`src/rtl/hazard_stall_ctrl.sv`:
```
// Hazard/stall controller for the 5-stage LC-3b pipeline: stage loads/flushes,
// load-use bubble sequencer, LDI/STI two-phase FSM. HAZARD_PERF_CNT_EN enables the perf counters.

// One source-operand dependency check against the ID/EX destination.
module hazard_src_cmp #(
    parameter int REG_W = 3
) (
    input  logic [REG_W-1:0] iSrc,
    input  logic             iUsed,
    input  logic [REG_W-1:0] iDr,
    output logic             oHit
);
    assign oHit = iUsed & (iSrc == iDr);
endmodule

module hazard_stall_ctrl #(
    parameter int REG_W    = 3,
    parameter int NUM_SRC  = 2,
    parameter int LOAD_LAT = 1,
    parameter int CNT_W    = 32
) (
    input  logic                     iClk,
    input  logic                     iRst,
    input  logic                     iICacheResp,
    input  logic                     iDCacheResp,
    input  logic                     iMemRead,
    input  logic                     iMemWrite,
    input  logic                     iIndirect,
    input  logic                     iIdExMemRead,
    input  logic [REG_W-1:0]         iIdExDr,
    input  logic [NUM_SRC*REG_W-1:0] iIfIdSrc,
    input  logic [NUM_SRC-1:0]       iIfIdSrcUsed,
    input  logic                     iIfIdMemAccess,
    input  logic                     iIdExCtrlXfer,
    input  logic                     iBrPredicted,
    input  logic                     iBrMispredict,
    input  logic                     iWbRedirect,
    output logic                     oLoadPC,
    output logic                     oLoadIfId,
    output logic                     oLoadIdEx,
    output logic                     oLoadExMem,
    output logic                     oLoadMemWb,
    output logic                     oFlushIfId,
    output logic                     oFlushIdEx,
    output logic                     oFlushExMem,
    output logic                     oFlushMemWb,
    output logic                     oIstate,
    output logic [CNT_W-1:0]         oInstrCount,
    output logic [CNT_W-1:0]         oBubbleCount
);
    typedef enum logic {IND_IDLE, IND_DATA} indState_t;

    typedef struct packed {
        logic pc;
        logic ifId;
        logic idEx;
        logic exMem;
        logic memWb;
    } loadVec_t;

    typedef struct packed {
        logic ifId;
        logic idEx;
        logic exMem;
        logic memWb;
    } flushVec_t;

    // First bubble is the hazard cycle itself, so the counter covers the rest.
    localparam logic [2:0] BUB_INIT = 3'(LOAD_LAT - 1);

    indState_t          state, stateNext;
    logic [2:0]         bubCnt, bubNext;
    logic [NUM_SRC-1:0] srcHit;
    logic               memAcc, stall, pcChange, dep, luHaz, ctrlHaz, hold;
    loadVec_t           load;
    flushVec_t          flush;

    for (genvar k = 0; k < NUM_SRC; k++) begin : gSrc
        hazard_src_cmp #(.REG_W(REG_W)) uCmp (
            .iSrc  (iIfIdSrc[k*REG_W +: REG_W]),
            .iUsed (iIfIdSrcUsed[k]),
            .iDr   (iIdExDr),
            .oHit  (srcHit[k])
        );
    end

    assign memAcc   = iMemRead | iMemWrite;
    // An indirect access always needs a second D-cache round trip, so the
    // pointer phase stalls even when the D-cache answers.
    assign stall    = ~iICacheResp | (memAcc & ~iDCacheResp)
                    | (memAcc & iIndirect & (state == IND_IDLE));
    assign pcChange = iWbRedirect | iBrMispredict;
    assign dep      = |srcHit;
    assign luHaz    = iIdExMemRead & dep;
    assign ctrlHaz  = iIfIdMemAccess & iIdExCtrlXfer;
    assign hold     = luHaz | ctrlHaz | (bubCnt != 3'd0);

    always_comb begin
        stateNext = state;
        case (state)
            IND_IDLE: if (memAcc && iIndirect && iDCacheResp) stateNext = IND_DATA;
            IND_DATA: if (!stall || pcChange) stateNext = IND_IDLE;
            default:  stateNext = IND_IDLE;
        endcase
    end

    always_comb begin
        bubNext = bubCnt;
        if (pcChange)
            bubNext = 3'd0;
        else if (!stall) begin
            if (bubCnt != 3'd0)
                bubNext = bubCnt - 3'd1;
            else if (luHaz)
                bubNext = BUB_INIT;
        end
    end

    always_ff @(posedge iClk) begin
        if (iRst) begin
            state  <= IND_IDLE;
            bubCnt <= 3'd0;
        end else begin
            state  <= stateNext;
            bubCnt <= bubNext;
        end
    end

    // Reset forces a fully flushed, frozen pipeline.
    always_comb begin
        load  = '0;
        flush = '1;
        if (!iRst) begin
            load.pc     = ~stall & (~hold | pcChange);
            load.ifId   = (~stall & (~hold | pcChange)) | iBrPredicted;
            load.idEx   = ~stall;
            load.exMem  = ~stall;
            load.memWb  = ~stall;
            flush.ifId  = pcChange | iBrPredicted;
            flush.idEx  = (~stall & hold) | pcChange;
            flush.exMem = pcChange;
            flush.memWb = pcChange;
        end
    end

    assign oLoadPC     = load.pc;
    assign oLoadIfId   = load.ifId;
    assign oLoadIdEx   = load.idEx;
    assign oLoadExMem  = load.exMem;
    assign oLoadMemWb  = load.memWb;
    assign oFlushIfId  = flush.ifId;
    assign oFlushIdEx  = flush.idEx;
    assign oFlushExMem = flush.exMem;
    assign oFlushMemWb = flush.memWb;
    assign oIstate     = ~iRst & (state == IND_DATA);

`ifdef HAZARD_PERF_CNT_EN
    logic [CNT_W-1:0] instrCnt, bubbleCnt;

    always_ff @(posedge iClk) begin
        if (iRst) begin
            instrCnt  <= '0;
            bubbleCnt <= '0;
        end else if (!stall) begin
            if (instrCnt != '1)
                instrCnt <= instrCnt + CNT_W'(1);
            if (hold && !pcChange && bubbleCnt != '1)
                bubbleCnt <= bubbleCnt + CNT_W'(1);
        end
    end

    assign oInstrCount  = instrCnt;
    assign oBubbleCount = bubbleCnt;
`else
    assign oInstrCount  = '0;
    assign oBubbleCount = '0;
`endif

endmodule

```
`config.mk`:
```
export PLATFORM = sky130hd
export DESIGN_NAME = hazard_stall_ctrl
export DESIGN_NICKNAME = d
export VERILOG_FILES = /design/src/rtl/hazard_stall_ctrl.sv
export SDC_FILE = /design/constraint.sdc
export NUM_CORES = 1
export LEC_CHECK = 0
export ABC_AREA = 1
export BUFFER_PORTS_ARGS = -buffer_cell sky130_fd_sc_hd__buf_4
export CORE_AREA = 3 3 58 60
export DETAILED_ROUTE_END_ITERATION = 10
export DIE_AREA = 0 0 61 63
export PLACE_DENSITY_LB_ADDON = 0.12
export SYNTH_ARGS = -nofsm -noshare
export SYNTH_HDL_FRONTEND = slang
export SYNTH_HIERARCHICAL = 1
export SYNTH_SLANG_ARGS = --single-unit
```
`constraint.sdc`:
```
create_clock -name iClk -period 2.1 [get_ports iClk]
set_input_delay 0.105 -clock iClk [delete_from_list [all_inputs] [get_ports iClk]]
set_output_delay 0.105 -clock iClk [all_outputs]
set_load 0.02 [all_outputs]
```
==> qor.yml, run 1 <==
clock_network:
  clk_pin_slew_ns: 0.04
  cts-hold-fix-buffers: 0
  clk_latency_ns: 0.23
  cts_buffers: 3
  htree_levels: 1
  cts_tree: "yes"
  root_buffer: "clkbuf_4"
  clock_sinks: 4
  cts_setup_buffers: 0
  cts_resized: 0
  clock_path_buffers: 2
pwr:
  p_leak_nw: 0.6678
  switching_share: 0.4873
  p_clk_frac: 0.240
  power_switching_mw: 0.1853
  combPwrFrac: 0.556
  power.density_nw_per_um2: 365.4
  p_int_mw: 0.1950
  peakVddDrop_uv: 109.5
  pwr-share-seq: 0.204
placed_design:
  gp_congestion: 0.7071
  numPortBuffers: 33
  place_area_um2: 1018
  dp_hpwl_mm: 1.542
  dp.cells: 222
logic_synthesis:
  syn_inst: 160
  syn_area_per_cell_um2: 6.225
  yosys.area.top_type: "buf_4"
  ys_warn_count: 6
  synth_area_um2: 996.0
  post-synth-top-area-fraction: 0.5050
  synth-async-reset-ratio: 0
  ys_top_cells_by_area: "buf_4 51%, nand2_1 11%, inv_1 8.3%"
  ys.flop_type: "dfxtp_1"
  synth_edf_count: 0
  ys_seq_area_frac: 0.08040
  yosys.cell_types.count: 17
  ys_ff_latch: 4
outcome:
  status: "finished clean"
global_routing:
  grt_util_met1: 0.09058
  grt_pass1_wl_mm: 2.346
  use_met2: 0.1297
  use_met3: 0.006198
  grt.busiest_layer: "met2"
  antenna_found_initial: 0
  grt_max_degree: 6
  grt_pass1_vias: 595
  gr-total-overflow: 0
  grtUsageTotal: 0.07618
flow_run:
  max_cap_violations: 0
sta:
  fin_tns_setup_ns: 0
  max_freq_ghz: 0.6367
  fin_worst_skew_ns: 0.0008145
  hold-worst-slack_ns: 0.1332
  hold_viol_final: 0
  drv_slew: 0
  finalSetupViolCount: 0
  layout_min_cycle_time_ns: 1.571
  rsz0062_at_grt: "false"
  min_period_over_period: 0.7479
die:
  die_h_um: 63
  core_um2: 2978
  dieArea_um2: 3843
  row_count: 20
  io_pins: 98
  die_width_um: 61
  start_util: 0.3345
final_layout:
  drive_above_1_share: 0.2396
  stdcell_area_um2: 1041
  multi_input_area_um2: 559.3
  fillCellCount: 337
  diodes: 0
  post-route-util: 0.3496
  area_growth_pct: 4.523
  nets: 220
  final_cells: 225
  regArea_um2: 80.08
drt:
  ant_nets: 0
  wirelength_mm: 1.684
  viasPerCell: 3.467
  dr.pass1.iters: 4
  vias: 780
  drt_iter0_markers: 5
  wl_per_cell_um: 7.484
  route.detailed.drc: 0
worst_setup_path:
  arrival_ns: 1.47
  start_kind: "flop"
  critPathRequiredTime_ns: 2.00
  crit_type: "flop to output port"
  cp-end-kind: "output port"
  worstPathMaxFanout: 4
hold_path:
  min_path_type: "input pin to flop"
worst max-delay path, stage by stage, from the launching register on:
cell and delay, ns:
dfxtp_1 0.32, nor2_1 0.18, ha_1 0.22, nand3_1 0.11
nand2_1 0.08, nand2_1 0.07, a21oi_2 0.11, buf_4 0.14
power by group through the flow:
stage | logic [mW] | registers [mW] | clock network, mW
6_report | 0.211 | 0.0777 | 0.0912
5_1_grt | 0.231 | 0.0776 | 0.103
4_1_cts | 0.210 | 0.0776 | 0.0986
3_5_place_dp | 0.209 | 0.0788 | 0
3_3_place_gp | 0.209 | 0.0788 | 0
2_1_floorplan | 0.247 | 0.0788 | 0
cells in the mapped netlist, types with 2 or more instances:
cell and count:
a21oi_2 4, buf_4 67, dfxtp_1 4, ha_1 2, inv_1 22, nand2_1 30
nand3_1 6, nor2_1 13, nor2_2 2, nor2_4 2, o21ai_0 2
cells by family (layout without fill, tap and decap cells):
group                      after synthesis  after routing  synth area share
AOI/OAI and AO/OA                        8              8           0.05778
adders and majority gates                2              2           0.02512
buffers and inverters                   91             60            0.5955
DFF                                      4              4           0.08041
other                                    1             64          0.003765
and+or+nand+nor                         54             54            0.2374
registers in the layout, indices dropped and copies added (netlist names):
| name | count |
|---|---|
| state | 1 |
| bubCnt | 3 |
area by class of cell:
type | count | area share
inverter | 24 | 0.08654
tap | 33 | 0.03966
multi-input combinational | 128 | 0.5373
sequential | 4 | 0.07692
timing repair buffer | 33 | 0.2380
clock buffer | 3 | 0.02163
cell usage in the layout (no fill, tap or decap):
cell,Yosys,routed
conb_1,1,64
a21boi_0,1,1
ha_1,2,2
nor2_2,2,2
nor2_1,13,13
dfxtp_1,4,4
o21ai_1,1,1
nand3_2,1,1
inv_2,1,1
clkbuf_4,0,3
a21oi_2,4,4
nand2_1,30,30
o21ai_0,2,2
clkinv_1,1,1
nor2_4,2,2
inv_1,22,22
nand3_1,6,6
buf_4,67,33
worst paths after layout:
check | endpoint | cells after the start | startpoint | slack [ns]
setup / recovery | oLoadIfId | 7 | bubCnt[0] | 0.53
hold reg to reg | bubCnt[0] | 2 | bubCnt[0] | 0.50
hold / removal | state | 3 | iDCacheResp | 0.13
setup reg to reg | bubCnt[1] | 7 | bubCnt[0] | 0.86
stage by stage:
stage,setup WS [ns],total power [mW]
after global placement,0.7850,0.2877
final,0.5293,0.3804
after floorplan,0.8232,0.3256
after detailed placement,0.7606,0.2882
after global routing,0.4055,0.4113
after CTS,0.5122,0.3858
metal layers:
layer / wire length, um / vias up
li1: - / 405
met1: 628 / 320
met2: 838 / 55
met3: 217 / 0
met4: 0 / 0
met5: 0 / -
Note: power is estimated with default switching activity, not from simulation.
==> run 2, diff against run 1 <==
- clock period: 2.1 -> 1.5 ns (I/O delays scaled with it)
==> qor.yml, run 2 (synthesis gave the netlist of run 1 again) <==
outcome:
  status: "finished clean"  # unchanged
pwr:
  pwr-share-seq: 0.204  # about the same
  combPwrFrac: 0.559  # was 0.556
  power.density_nw_per_um2: 494.2  # was 365.4 nW/um2
  p_clk_frac: 0.237  # was 0.240
  p_int_mw: 0.2742  # was 0.1950 mW
  power_switching_mw: 0.2594  # was 0.1853 mW
  switching_share: 0.4862  # was 0.4873
  p_leak_nw: 0.6881  # was 0.6678 nW
  peakVddDrop_uv: 207.6  # was 109.5 uV
drt:
  routed-wl-met3_um: 207  # was 217 um
  drt_iter0_markers: 24  # was 5
  vias: 790  # was 780
  wl_per_cell_um: 7.474  # was 7.484 um
  top_layer_used: "met3"  # unchanged
  dr_wl_met2_um: 840  # was 838 um
  dr.pass1.iters: 4  # unchanged
  wl_met1_um: 657  # was 628 um
  ant_nets: 0  # unchanged
  viasPerCell: 3.465  # was 3.467
  wirelength_mm: 1.704  # was 1.684 mm
  route.detailed.drc: 0  # unchanged
sta:
  min_period_over_period: 0.9596
  rsz0062_at_grt: "true"  # was false
  finalSetupViolCount: 0  # unchanged
  fin_tns_setup_ns: 0  # unchanged
  hold_viol_final: 0  # unchanged
  hold-worst-slack_ns: 0.1154  # was 0.1332 ns
  fin_worst_skew_ns: 0.001624  # was 0.0008145 ns
  drv_slew: 0  # unchanged
  max_freq_ghz: 0.6947
  layout_min_cycle_time_ns: 1.439
placed_design:
  gp_congestion: 0.7165  # was 0.7071
  numPortBuffers: 33  # unchanged
  dp_hpwl_mm: 1.526  # was 1.542 mm
  dp.cells: 222  # unchanged
global_routing:
  antenna_found_initial: 0  # unchanged
  grt_max_degree: 6  # unchanged
  grt_pass1_wl_mm: 2.235  # was 2.346 mm
  grtUsageTotal: 0.07304  # was 0.07618
  gr-total-overflow: 0  # unchanged
  grt_pass1_vias: 577  # was 595
clock_network:
  clk_pin_slew_ns: 0.04  # about the same
  htree_levels: 1  # unchanged
  root_buffer: "clkbuf_4"  # unchanged
  clock_path_buffers: 2  # unchanged
  clk_latency_ns: 0.23  # about the same
  cts_tree: "yes"  # unchanged
  cts_buffers: 3  # unchanged
  clock_sinks: 4  # unchanged
worst_setup_path:
  crit_type: "flop to output port"  # unchanged
  cpPeakStageDelay_ns: 0.32  # about the same
  cp_common_cell: "nand2_2"  # was nand2_1
  path_delay_family: "simple AND/OR/NAND/NOR gates"  # unchanged
  cp-end-kind: "output port"  # unchanged
  arrival_ns: 1.36  # was 1.47 ns
  worstPathMaxFanout: 3  # was 4
  worst_path_max_delay_cell: "dfxtp_2"  # was dfxtp_1
  critPathRequiredTime_ns: 1.42  # was 2.00 ns
  start_kind: "flop"  # unchanged
  crit_chain: "nor2_2, ha_2, nand3_2, nand2_2, nand2_2, a21oi_2, buf_4"  # was nor2_1, ha_1, nand3_1, nand2_1, nand2_1, a21oi_2, buf_4
  critPathBufInv: 1  # unchanged
final_layout:
  final_common_cell: "conb_1"  # unchanged
  post-route-util: 0.3626  # was 0.3496
  final_cells: 228  # was 225
  fillCellCount: 329  # was 337
  final_cell_mix: "64 x conb_1, 36 x buf_4, 28 x nand2_1"  # was 64 x conb_1, 33 x buf_4, 30 x nand2_1
  diodes: 0  # unchanged
  multi_input_area_um2: 574.3  # was 559.3 um2
  nets: 223  # was 220
  top_register: "bubCnt"  # unchanged
  regArea_um2: 81.33  # was 80.08 um2
  top_regs: "bubCnt (3), state (1)"  # unchanged
  largest_reg_flops: 3  # unchanged
  area_growth_pct: 8.418  # was 4.523%
  drive_above_1_share: 0.2821  # was 0.2396
die:
  row_count: 20  # unchanged
  die_width_um: 61  # unchanged
  dieArea_um2: 3843  # unchanged
  io_pins: 98  # unchanged
  die_h_um: 63  # unchanged
  start_util: 0.3345  # unchanged
  core_um2: 2978  # unchanged
hold_path:
  min_path_type: "input pin to flop"  # unchanged
flow_run:
  max_cap_violations: 0  # unchanged
## run 2: metal layers
layer / track usage / up-vias
met2: 0.1283 / 56
li1: - / 411
met1: 0.08477 / 323
met4: 0.03252 / 0
met3: 0.008264 / 0
met5: 0 / -
## run 2: power by group through the flow
stage	sequential, mW	combinational (mW)	clock [mW]
finish	0.109	0.299	0.126
global route	0.109	0.328	0.138
CTS	0.109	0.293	0.134
detailed placement	0.110	0.293	0
global placement	0.110	0.292	0
floorplan	0.110	0.346	0
## run 2: worst paths after layout
kind / startpoint / end / slack, ns / cells after the start
worst max-delay path: bubCnt[0] / oLoadIfId / 0.06 / 7
worst min-delay path: iDCacheResp / state / 0.12 / 3
worst max register to register: bubCnt[0] / bubCnt[2] / 0.32 / 9
worst min register to register: bubCnt[0] / bubCnt[0] / 0.49 / 2
## run 2: cell type report
type | instances | area share
clock buffers | 3 | 0.02086
inverters | 24 | 0.08343
multi-input cells | 128 | 0.5319
flip-flops and latches | 4 | 0.07532
well taps | 33 | 0.03824
repair buffers | 36 | 0.2503
## run 2: worst min-delay path, cell delays in order
cell and delay, ns:
buf_4 0.09, nand3_1 0.06, o21ai_0 0.07
## run 2: metrics by stage
stage / total power, mW / worst slack, ns / cell area, um2
2_1_floorplan: 0.4559 / 0.2532 / 1232
3_3_place_gp: 0.4027 / 0.2362 / 1018
3_5_place_dp: 0.4033 / 0.1847 / 1018
4_1_cts: 0.5362 / 0.03493 / 1054
5_1_grt: 0.5756 / -0.02007 / 1080
6_report: 0.5337 / 0.06060 / 1080
## run 2: repair_timing
item                                   CTS  global route
resized for setup                        2             4
setup endpoints to repair                2             2
pin swaps                                1             3
hold buffers                             0             0
setup buffers                            1             2
endpoints found under the hold margin    0             0
